===== src/rtl/hazard_controller.sv =====
// Load-use / taken-branch hazard controller: Mealy stall and flush outputs,
// a small bubble/flush sequencer and saturating stall and flush counters.
module hazard_controller #(
    parameter int LOAD_STALL_CYCLES = 1,
    parameter int FLUSH_CYCLES      = 1,
    parameter int CNT_W             = 16
) (
    input  logic             clk,
    input  logic             rst,
    input  logic [3:0]       id_rs1,
    input  logic [3:0]       id_rs2,
    input  logic             id_uses_rs1,
    input  logic             id_uses_rs2,
    input  logic [3:0]       ex_rd,
    input  logic             ex_mem_read_en,
    input  logic             branch_taken,
    output logic             stall,
    output logic             flush,
    output logic             pc_write_en,
    output logic [1:0]       ctrl_state,
    output logic [CNT_W-1:0] stall_cycles,
    output logic [CNT_W-1:0] flush_events
);

    typedef enum logic [1:0] {
        RUN      = 2'd0,
        LU_STALL = 2'd1,
        BR_FLUSH = 2'd2,
        BAD      = 2'd3
    } state_t;

    localparam logic [1:0] LS_INIT = 2'(LOAD_STALL_CYCLES - 1);
    localparam logic [1:0] FL_INIT = 2'(FLUSH_CYCLES - 1);

    state_t     state, state_nx;
    logic [1:0] remain, remain_nx;
    logic       stall_c, flush_c, br_acc, lu_hazard;

    assign lu_hazard = ex_mem_read_en &
                       ((id_uses_rs1 & (id_rs1 == ex_rd)) |
                        (id_uses_rs2 & (id_rs2 == ex_rd)));

    always_comb begin
        state_nx  = state;
        remain_nx = remain;
        stall_c   = 1'b0;
        flush_c   = 1'b0;
        br_acc    = 1'b0;
        case (state)
            RUN, LU_STALL: begin
                // A taken branch wins over a hazard and aborts a pending stall.
                if (branch_taken) begin
                    flush_c = 1'b1;
                    br_acc  = 1'b1;
                    if (FLUSH_CYCLES > 1) begin
                        state_nx  = BR_FLUSH;
                        remain_nx = FL_INIT;
                    end else begin
                        state_nx  = RUN;
                        remain_nx = 2'd0;
                    end
                end else if (state == LU_STALL) begin
                    stall_c = 1'b1;
                    flush_c = 1'b1;
                    if (remain <= 2'd1) begin
                        state_nx  = RUN;
                        remain_nx = 2'd0;
                    end else begin
                        remain_nx = remain - 2'd1;
                    end
                end else if (lu_hazard) begin
                    stall_c = 1'b1;
                    flush_c = 1'b1;
                    if (LOAD_STALL_CYCLES > 1) begin
                        state_nx  = LU_STALL;
                        remain_nx = LS_INIT;
                    end
                end
            end
            BR_FLUSH: begin
                flush_c = 1'b1;
                if (branch_taken) begin
                    br_acc    = 1'b1;
                    remain_nx = FL_INIT;
                end else if (remain <= 2'd1) begin
                    state_nx  = RUN;
                    remain_nx = 2'd0;
                end else begin
                    remain_nx = remain - 2'd1;
                end
            end
            default: begin
                state_nx  = RUN;
                remain_nx = 2'd0;
            end
        endcase
    end

    // Outputs are forced quiet while reset is held, whatever the inputs do.
    assign stall       = stall_c & ~rst;
    assign flush       = flush_c & ~rst;
    assign pc_write_en = ~stall;
    assign ctrl_state  = state;

    always_ff @(posedge clk or posedge rst) begin
        if (rst) begin
            state        <= RUN;
            remain       <= 2'd0;
            stall_cycles <= '0;
            flush_events <= '0;
        end else begin
            state  <= state_nx;
            remain <= remain_nx;
            if (stall_c && (stall_cycles != {CNT_W{1'b1}}))
                stall_cycles <= stall_cycles + CNT_W'(1);
            if (br_acc && (flush_events != {CNT_W{1'b1}}))
                flush_events <= flush_events + CNT_W'(1);
        end
    end

endmodule


===== config.mk =====
export PLATFORM = sky130hd
export DESIGN_NAME = hazard_controller
export DESIGN_NICKNAME = d
export VERILOG_FILES = /design/src/rtl/hazard_controller.sv
export SDC_FILE = /design/constraint.sdc
export NUM_CORES = 1
export LEC_CHECK = 0
export BUFFER_PORTS_ARGS = -buffer_cell sky130_fd_sc_hd__buf_2
export CORE_ASPECT_RATIO = 0.8
export CORE_MARGIN = 2
export CORE_UTILIZATION = 47
export DETAILED_ROUTE_END_ITERATION = 8
export GPL_TIMING_DRIVEN = 0
export PLACE_DENSITY_LB_ADDON = 0.05
export SKIP_CTS_REPAIR_TIMING = 1
export SLEW_MARGIN = 40
export SYNTH_ARGS = -nofsm -noshare
export SYNTH_HDL_FRONTEND = slang
export SYNTH_SLANG_ARGS = --single-unit

===== constraint.sdc =====
create_clock -name clk -period 1.72 [get_ports clk]
set_input_delay 0.086 -clock clk [delete_from_list [all_inputs] [get_ports clk]]
set_output_delay 0.086 -clock clk [all_outputs]
set_load 0.05 [all_outputs]

* After elaboration in Yosys (flattened, before gate mapping)
Cells that the tools add are included.
** Storage, ports and cells
- Bits in registers :: 36
- Logic and storage cells :: 48
** Cells by class
- Add/subtract/negate cells :: 3
- $lt $le $gt $ge :: 1
- Equality and inequality tests :: 8
- Muxes and demuxes :: 18
- Bitwise logic cells :: 8
- Reductions and logical operators :: 6
** Operators with widths (number)
- adder 16 x 1 -> 16 bit, second input constant :: 2
- inequality test 16 bit, second input constant :: 2
- 2-to-1 mux 2 bit :: 8
- equality test 4 bit :: 2
- one-hot mux 2 bit (2 select lines) :: 2
- 2-to-1 mux 1 bit :: 7
- AND 1 bit :: 5
- inequality test 3 bit, second input constant :: 1
- OR reduction 3 bit :: 1
- equality test 2 x 1 -> 1 bit, second input constant :: 1
- equality test 2 bit, second input constant :: 1
- <= comparator 2 x 1 -> 1 bit, second input constant :: 1
- logical AND 1 bit :: 2
- logical NOT 2 bit :: 1
- inequality test 2 bit, second input constant :: 1
- inverter 1 bit :: 2
- one-hot mux 1 bit (2 select lines) :: 1
- AND reduction 2 bit :: 1
- OR reduction 2 bit :: 1
- subtractor 2 x 1 -> 2 bit, second input constant :: 1
- OR 1 bit :: 1

* Depth between registers and ports, before layout
Gate-level depths: netlist of the first run.
- Depth after elaboration :: 10
- Depth in mapped cells :: 7

* Least setup slack after synthesis of the first run
Ideal clock, no wire load.
- Kind :: flip-flop to output port
- From :: reg state[1], in the netlist ctrl_state[1]
- To :: out stall
- Data arrival time :: 3068 ps
- Required time :: 1634 ps
- Slack :: -1434 ps
- Cell stages (with the launch flop) :: 8
- Buffers on the path :: 3
- Cells stage by stage :: dfrtp_1 > buf_6 > nor2_1 > and2_1 > clkbuf_1 > buf_2 > o21ai_0 > inv_1
** Between the ends
- Cells in the longest elaborated chain, start to end :: 5
** RTL lines
- start: declaration :: line 35 : state_t state, state_nx;
- start signal: assignment :: line 112 : state <= state_nx;
- equality test 2 x 1 -> 1 bit :: line 49, 62
- 2-to-1 mux 1 bit :: line 62 : end else if (state == LU_STALL) begin
- 2-to-1 mux 1 bit :: line 52 : if (branch_taken) begin
- 2-to-1 mux 1 bit * :: line 49 : case (state)
- AND 1 bit * :: line 100 : assign stall = stall_c & ~rst;
- end: declaration :: line 17 : output logic stall,
Mark *: on every way between the ends. The rest lies on a longest branch, timed or not.

* Worst setup path in the final report of the first run
Ends and elaborated chain as after synthesis.

==> results of run 1 <==
==> cell usage after synthesis, types with 2 or more instances <==
cell type | n | area share
sky130_fd_sc_hd__buf_2 | 2 | 0.0052
sky130_fd_sc_hd__o21ai_0 | 4 | 0.010
sky130_fd_sc_hd__nor3b_1 | 2 | 0.0078
sky130_fd_sc_hd__mux2_2 | 4 | 0.023
sky130_fd_sc_hd__nor3_1 | 6 | 0.016
sky130_fd_sc_hd__and3_1 | 7 | 0.023
sky130_fd_sc_hd__and4_1 | 5 | 0.023
sky130_fd_sc_hd__nand3_1 | 9 | 0.023
sky130_fd_sc_hd__nor2_1 | 6 | 0.012
sky130_fd_sc_hd__nand4_1 | 6 | 0.019
sky130_fd_sc_hd__nand2_1 | 8 | 0.016
sky130_fd_sc_hd__inv_1 | 9 | 0.017
sky130_fd_sc_hd__ha_1 | 2 | 0.013
sky130_fd_sc_hd__dfrtp_1 | 36 | 0.47
sky130_fd_sc_hd__xor2_1 | 6 | 0.027
sky130_fd_sc_hd__xnor2_1 | 31 | 0.14
sky130_fd_sc_hd__o2111ai_1 | 5 | 0.023
sky130_fd_sc_hd__o211ai_1 | 7 | 0.027
==> kinds of logic after synthesis <==
group,share of synthesized area
AOI/OAI and AO/OA,0.118
xor gates and xnor gates,0.168
adders and majority gates,0.0181
buffers and inverters,0.0343
DFF,0.466
muxes,0.0233
and+or+nand+nor,0.173
==> sequential cells by signal, indices dropped and copies added, names as in the netlist <==
register	count
ctrl_state	2
flush_events	16
remain	2
stall_cycles	16
==> path summary, 6_finish.rpt <==
path | start | end | cells past startpoint
setup / recovery | ctrl_state[1] | stall | 7
hold / removal | branch_taken | remain[0] | 2
setup reg to reg | ctrl_state[1] | stall_cycles[14] | 7
hold reg to reg | flush_events[15] | flush_events[15] | 1
max in group asynchronous | rst | flush_events[15] | 4
min in group asynchronous | rst | stall_cycles[13] | 4
==> routing by layer <==
layer	global-route usage	wire [um]
met5	0	0
met4	0.0977	63
met3	0.0507	188
met2	0.342	2320
met1	0.246	2020
==> per-stage QoR <==
step / hold slack [ns] / util / setup slack (ns) / area (um^2)
after CTS: -0.232 / 0.659 / -0.390 / 2560
final: 0.0615 / 0.720 / -0.140 / 2790
after floorplan: 0.152 / - / -0.257 / 2100
after global placement: 0.344 / 0.630 / -0.133 / 2440
after detailed placement: 0.0823 / 0.635 / -0.148 / 2460
after global routing: 0.0672 / 0.720 / -0.224 / 2790
==> final cells by class <==
cell class / instances / area [um^2] / area share
plain buffers: 4 / 43.8 / 0.0157
clock buffers: 7 / 86.3 / 0.0309
clock inverters: 1 / 7.51 / 0.00269
inverters: 9 / 37.5 / 0.0134
multi-input cells: 126 / 1110 / 0.398
flip-flops and latches: 36 / 936 / 0.335
well taps: 55 / 68.8 / 0.0247
repair buffers: 78 / 499 / 0.179
==> power breakdown <==
group	switching, W	internal (W)	leakage, nW	total (W)
clock network	0.000307	0.000325	0.0445	0.000633
logic	0.000805	0.000409	0.808	0.00121
registers	0.000171	0.000994	0.438	0.00117
total	0.00128	0.00173	1.29	0.00301
==> worst reg2reg max path: cells and delay by family, from the launching register on <==
kind,cells,cell delay (ns)
and+or+nand+nor,2,0.30
AOI/OAI and AO/OA,2,0.38
muxes,1,0.29
buffers and inverters,2,0.26
DFF,1,0.49
==> flow_results.xml, run 1 <==
<?xml version="1.0" encoding="UTF-8"?>
<metrics>
  <group name="routing">
    <metric name="antenna_violating_nets_post_route" unit="">0</metric>
    <metric name="post-route-drc-count" unit="">0</metric>
    <metric name="drt-wirelength-per-cell" unit="um">14.5</metric>
    <metric name="detail_route.wirelength" unit="mm">4.59</metric>
    <metric name="vias_per_cell" unit="">5.40</metric>
    <metric name="routed-via-count" unit="">1706</metric>
    <metric name="drt_iter0_drcs" unit="">69</metric>
    <metric name="drt_first_pass_iters" unit="">4</metric>
  </group>
  <group name="synth">
    <metric name="yosys_reg_bits" unit="">36</metric>
    <metric name="postSynthCellCount" unit="">176</metric>
    <metric name="ys_async_sr_fraction" unit="">1.00</metric>
    <metric name="synth-main-ff-cell" unit="">sky130_fd_sc_hd__dfrtp_1</metric>
    <metric name="synth_seq_area_share" unit="">0.466</metric>
    <metric name="synth-edff-count" unit="">0</metric>
    <metric name="synth_fp_nets" unit="">196</metric>
    <metric name="synth.lib_cells_used.distinct" unit="">39</metric>
    <metric name="syn_area_per_cell" unit="um^2">11.0</metric>
    <metric name="yosys_warnings" unit="">0</metric>
    <metric name="synth.cell_area" unit="um^2">1930</metric>
  </group>
  <group name="sta">
    <metric name="rsz_0062_raised_after_global_routing" unit="">yes</metric>
    <metric name="max_freq" unit="GHz">0.538</metric>
    <metric name="finalHoldViolCount" unit="">0</metric>
    <metric name="timing.final.crit_period" unit="ns">1.86</metric>
    <metric name="layout_worst_path_cycle_share" unit="">1.08</metric>
    <metric name="worst_tran_pin_value" unit="ns">0.591</metric>
    <metric name="timing.final.ws_setup" unit="ns">-0.140</metric>
    <metric name="maxSlewViolCount" unit="">0</metric>
    <metric name="setup_violations" unit="">17</metric>
    <metric name="finalSetupTns" unit="ns">-0.890</metric>
    <metric name="slew_headroom" unit="">0.605</metric>
    <metric name="finalClockSkew" unit="ns">0.00891</metric>
  </group>
  <group name="outcome">
    <metric name="failing_checks" unit="">setup timing</metric>
    <metric name="outcome" unit="">finished, violations left</metric>
  </group>
  <group name="critical_path">
    <metric name="critical_path_peak_fanout" unit="">8</metric>
    <metric name="max_stage_delay" unit="ns">0.49</metric>
    <metric name="critical_path.top_delay_family" unit="">flip-flops</metric>
    <metric name="ff2ff_setup_slack" unit="ns">-0.12</metric>
    <metric name="criticalPathCategory" unit="">reg2out</metric>
    <metric name="critical_path_arrival" unit="ns">1.77</metric>
    <metric name="setup.worst_path.start_class" unit="">flop</metric>
    <metric name="required" unit="ns">1.63</metric>
    <metric name="cp.buffers_inverters" unit="">3</metric>
    <metric name="crit_path_end_kind" unit="">primary output</metric>
    <metric name="cp_slowest_cell" unit="">sky130_fd_sc_hd__dfrtp_2</metric>
    <metric name="crit_path_cell_trace" unit="">nor2_4 -&gt; nand4_1 -&gt; o22ai_4 -&gt; buf_6 -&gt; o21ai_4 -&gt; clkinvlp_4 -&gt; buf_8</metric>
  </group>
  <group name="power">
    <metric name="power.static_leakage" unit="nW">1.29</metric>
    <metric name="totalPowerFinal" unit="W">0.00301</metric>
    <metric name="vdd_drop_max" unit="mV">0.605</metric>
    <metric name="power_per_cell_area" unit="nW/um^2">1080</metric>
  </group>
  <group name="floorplanning">
    <metric name="die_width" unit="um">75.7</metric>
    <metric name="die_y" unit="um">61.4</metric>
    <metric name="initial_core_util" unit="">0.499</metric>
    <metric name="design.die.area" unit="um^2">4650</metric>
    <metric name="core-area" unit="um^2">3880</metric>
    <metric name="row_count" unit="">20</metric>
    <metric name="ios" unit="">55</metric>
  </group>
  <group name="final_layout">
    <metric name="area_added_between_synthesis_and_finish" unit="%">44.3</metric>
    <metric name="drive_above_1_share" unit="">0.567</metric>
    <metric name="final_common_cell" unit="">sky130_fd_sc_hd__buf_2</metric>
    <metric name="final_cell_count_no_fill" unit="">316</metric>
    <metric name="final.fill_count" unit="">276</metric>
    <metric name="num-nets-final" unit="">280</metric>
    <metric name="most-common-layout-cells" unit="">52 x sky130_fd_sc_hd__buf_2, 31 x sky130_fd_sc_hd__xnor2_1, 28 x sky130_fd_sc_hd__dfrtp_2</metric>
    <metric name="antenna_diode_instance_count" unit="">0</metric>
  </group>
  <group name="clock_tree">
    <metric name="tritoncts_num_sinks" unit="">36</metric>
    <metric name="clkTransAtPathRegs" unit="ns">0.07</metric>
    <metric name="clk_root_buffer_cell" unit="">sky130_fd_sc_hd__clkbuf_8</metric>
    <metric name="cts.htree.levels" unit="">2</metric>
    <metric name="clk-insertion-delay-late" unit="ns">0.29</metric>
    <metric name="cts.path.max_buffers" unit="">2</metric>
    <metric name="clock_buffers_created_by_tritoncts" unit="">5</metric>
    <metric name="tritoncts" unit="">yes</metric>
  </group>
  <group name="flow_run">
    <metric name="timing.max_cap.violations" unit="">0</metric>
  </group>
  <group name="global_routing">
    <metric name="grt_pass1_wl" unit="mm">6.99</metric>
    <metric name="grt.overflow.total" unit="">0</metric>
    <metric name="pin_count_of_the_biggest_net_entering_global_routing" unit="">26</metric>
    <metric name="track_usage" unit="">0.203</metric>
    <metric name="initial_antenna_violation_count" unit="">0</metric>
    <metric name="grt_pass1_vias" unit="">1600</metric>
  </group>
  <group name="placed_design">
    <metric name="gp_congestion" unit="">0.772</metric>
    <metric name="dp.final_hpwl" unit="mm">3.24</metric>
    <metric name="place_inst" unit="">286</metric>
    <metric name="port-buffer-count" unit="">54</metric>
  </group>
  <group name="min_path">
    <metric name="holdCritPathClass" unit="">in2reg</metric>
  </group>
</metrics>
No activity file was read; power rests on OpenSTA's default activity.
==> run 2: changes to the inputs <==
- CORE_UTILIZATION: 47 -> 40
- SETUP_SLACK_MARGIN: default -> 0.4
- TNS_END_PERCENT: default -> 50
==> run 2 against run 1 <==
  * First-iteration DRC count fell by 38%
  * Core utilization down 9.7 points
  * Largest cell class unchanged
  * Critical endpoint unchanged
  * Fmax is 0.54% lower
  * Count of clock-buffer cells in the layout grew 1
  * Critical path depth is 1 higher
  * Register-to-register slack improved by 0.02 ns
  * Setup slack worse by 0.010 ns
  * Sequential cell count is the same
  * The run still ends with setup timing left
==> flow_results.xml, run 2 (same netlist as run 1, synthesis figures left out) <==
<?xml version="1.0" encoding="UTF-8"?>
<metrics>
  <group name="outcome">
    <metric name="outcome" unit="">finished, violations left</metric>
    <metric name="failing_checks" unit="">setup timing</metric>
  </group>
  <group name="routing">
    <metric name="drt_first_pass_iters" unit="">4</metric>
    <metric name="drt-wirelength-per-cell" unit="um">14.2</metric>
    <metric name="routed-via-count" unit="">1675</metric>
    <metric name="antenna_violating_nets_post_route" unit="">0</metric>
    <metric name="post-route-drc-count" unit="">0</metric>
    <metric name="detail_route.wirelength" unit="mm">4.58</metric>
    <metric name="vias_per_cell" unit="">5.20</metric>
    <metric name="drt_iter0_drcs" unit="">43</metric>
  </group>
  <group name="floorplanning">
    <metric name="row_count" unit="">22</metric>
    <metric name="die_y" unit="um">66.2</metric>
    <metric name="ios" unit="">55</metric>
    <metric name="initial_core_util" unit="">0.418</metric>
    <metric name="die_width" unit="um">81.8</metric>
    <metric name="design.die.area" unit="um^2">5410</metric>
    <metric name="core-area" unit="um^2">4620</metric>
  </group>
  <group name="critical_path">
    <metric name="timing.reg2reg.worst_path_depth" unit="">9</metric>
    <metric name="cp_slowest_cell" unit="">sky130_fd_sc_hd__dfrtp_2</metric>
    <metric name="critical_path_arrival" unit="ns">1.78</metric>
    <metric name="critical_path_depth" unit="">8</metric>
    <metric name="cp.buffers_inverters" unit="">4</metric>
    <metric name="setup.worst_path.start_class" unit="">flop</metric>
    <metric name="required" unit="ns">1.63</metric>
    <metric name="crit_path_end_kind" unit="">primary output</metric>
    <metric name="criticalPathCategory" unit="">reg2out</metric>
    <metric name="crit_path_frequent_cell" unit="">sky130_fd_sc_hd__buf_6</metric>
    <metric name="critical_path.top_delay_family" unit="">buffers and inverters</metric>
    <metric name="critical_path_peak_fanout" unit="">7</metric>
    <metric name="max_stage_delay" unit="ns">0.41</metric>
    <metric name="crit_path_cell_trace" unit="">buf_6 -&gt; nor2_4 -&gt; nand4_1 -&gt; o22ai_4 -&gt; buf_6 -&gt; o21ai_4 -&gt; clkinvlp_4 -&gt; buf_8</metric>
  </group>
  <group name="final_layout">
    <metric name="area_added_between_synthesis_and_finish" unit="%">49.0</metric>
    <metric name="register_area" unit="um^2">937</metric>
    <metric name="multi_input_comb_area" unit="um^2">1160</metric>
    <metric name="num-nets-final" unit="">281</metric>
    <metric name="final_common_cell" unit="">sky130_fd_sc_hd__buf_2</metric>
    <metric name="final.fill_count" unit="">394</metric>
    <metric name="antenna_diode_instance_count" unit="">0</metric>
    <metric name="final_cell_count_no_fill" unit="">322</metric>
    <metric name="biggestRegsByFlops" unit="">flush_events (16), stall_cycles (16)</metric>
    <metric name="most-common-layout-cells" unit="">52 x sky130_fd_sc_hd__buf_2, 30 x sky130_fd_sc_hd__xnor2_1, 29 x sky130_fd_sc_hd__dfrtp_2</metric>
    <metric name="drive_above_1_share" unit="">0.580</metric>
  </group>
  <group name="clock_tree">
    <metric name="clk_root_buffer_cell" unit="">sky130_fd_sc_hd__clkbuf_8</metric>
    <metric name="cts.htree.levels" unit="">2</metric>
    <metric name="cts.path.max_buffers" unit="">2</metric>
    <metric name="clkTransAtPathRegs" unit="ns">0.07</metric>
    <metric name="clock_buffers_created_by_tritoncts" unit="">5</metric>
    <metric name="clk-insertion-delay-late" unit="ns">0.29</metric>
    <metric name="tritoncts" unit="">yes</metric>
    <metric name="tritoncts_num_sinks" unit="">36</metric>
  </group>
  <group name="sta">
    <metric name="max_freq" unit="GHz">0.535</metric>
    <metric name="slew_headroom" unit="">0.608</metric>
    <metric name="timing.final.ws_setup" unit="ns">-0.150</metric>
    <metric name="maxSlewViolCount" unit="">0</metric>
    <metric name="setup_violations" unit="">10</metric>
    <metric name="timing.hold.ws" unit="ns">0.0405</metric>
    <metric name="finalHoldViolCount" unit="">0</metric>
    <metric name="worst_tran_pin_value" unit="ns">0.586</metric>
    <metric name="layout_worst_path_cycle_share" unit="">1.09</metric>
    <metric name="timing.final.crit_period" unit="ns">1.87</metric>
    <metric name="finalClockSkew" unit="ns">0.00855</metric>
    <metric name="rsz_0062_raised_after_global_routing" unit="">yes</metric>
  </group>
  <group name="global_routing">
    <metric name="pin_count_of_the_biggest_net_entering_global_routing" unit="">26</metric>
    <metric name="grt.overflow.total" unit="">0</metric>
    <metric name="initial_antenna_violation_count" unit="">0</metric>
    <metric name="track_usage" unit="">0.176</metric>
    <metric name="grt_pass1_wl" unit="mm">7.29</metric>
    <metric name="grt_pass1_vias" unit="">1598</metric>
  </group>
  <group name="power">
    <metric name="power_per_cell_area" unit="nW/um^2">1090</metric>
    <metric name="power.static_leakage" unit="nW">1.35</metric>
    <metric name="totalPowerFinal" unit="W">0.00315</metric>
    <metric name="vdd_drop_max" unit="mV">0.566</metric>
  </group>
  <group name="placed_design">
    <metric name="gp_congestion" unit="">0.745</metric>
    <metric name="place_inst" unit="">291</metric>
    <metric name="port-buffer-count" unit="">54</metric>
    <metric name="dp.final_hpwl" unit="mm">3.26</metric>
  </group>
  <group name="min_path">
    <metric name="holdCritPathClass" unit="">in2reg</metric>
    <metric name="hold_path_depth" unit="">2</metric>
  </group>
  <group name="flow_run">
    <metric name="timing.max_cap.violations" unit="">0</metric>
  </group>
</metrics>
run 2: cell count changes in the layout (fill, tap and decap cells not counted), sizes merged:
cell | previous run | this run
buf | 79 | 80
clkbuf | 8 | 9
clkinvlp | 2 | 1
run 2: worst paths after layout:
path / from / endpoint / slack, ns
setup / recovery: ctrl_state[1] / stall / -0.15
hold / removal: branch_taken / remain[0] / 0.04
setup reg to reg: ctrl_state[1] / stall_cycles[5] / -0.10
hold reg to reg: flush_events[15] / flush_events[15] / 0.49
max in group asynchronous: rst / flush_events[15] / 0.86
min in group asynchronous: rst / remain[0] / 0.44
run 2: routing by layer:
layer	track usage	vias to the layer above	share of wire
li1	-	810	-
met1	0.225	816	0.45
met2	0.287	44	0.49
met3	0.0437	5	0.048
met4	0.0625	0	0.011
met5	0	-	0
run 2: metrics by stage:
step | worst slack (ns) | area (um^2) | TNS (ns) | utilization
global placement | -0.141 | 2470 | -0.357 | 0.534
floorplan | -0.257 | 2120 | -1.29 | -
detailed placement | -0.155 | 2490 | -0.682 | 0.538
CTS | -0.393 | 2590 | -1.80 | 0.560
global route | -0.253 | 2880 | -2.64 | 0.623
finish | -0.150 | 2880 | -0.541 | 0.623
run 2: layout make-up:
type / count / area share
Buffer: 5 / 0.0204
Sequential cell: 36 / 0.325
Timing Repair Buffer: 78 / 0.176
Inverter: 9 / 0.0130
Multi-Input combinational cell: 126 / 0.404
Clock buffer: 8 / 0.0347
Tap cell: 60 / 0.0261
run 2: worst reg2reg max path, cell delays in order (launching register included):
cell and delay [ns]:
sky130_fd_sc_hd__dfrtp_2 0.41, sky130_fd_sc_hd__buf_6 0.14, sky130_fd_sc_hd__nor2_4 0.11, sky130_fd_sc_hd__nand4_1 0.14
sky130_fd_sc_hd__o22ai_4 0.26, sky130_fd_sc_hd__buf_6 0.17, sky130_fd_sc_hd__buf_4 0.11, sky130_fd_sc_hd__buf_4 0.09
sky130_fd_sc_hd__o2111ai_2 0.12, sky130_fd_sc_hd__xnor2_1 0.15
run 2: where the power goes:
group          switching, W  total (W)  leakage, nW  internal, W
Combinational      0.000853    0.00131        0.858     0.000460
Clock              0.000298   0.000663       0.0515     0.000366
Sequential         0.000180    0.00117        0.436     0.000994
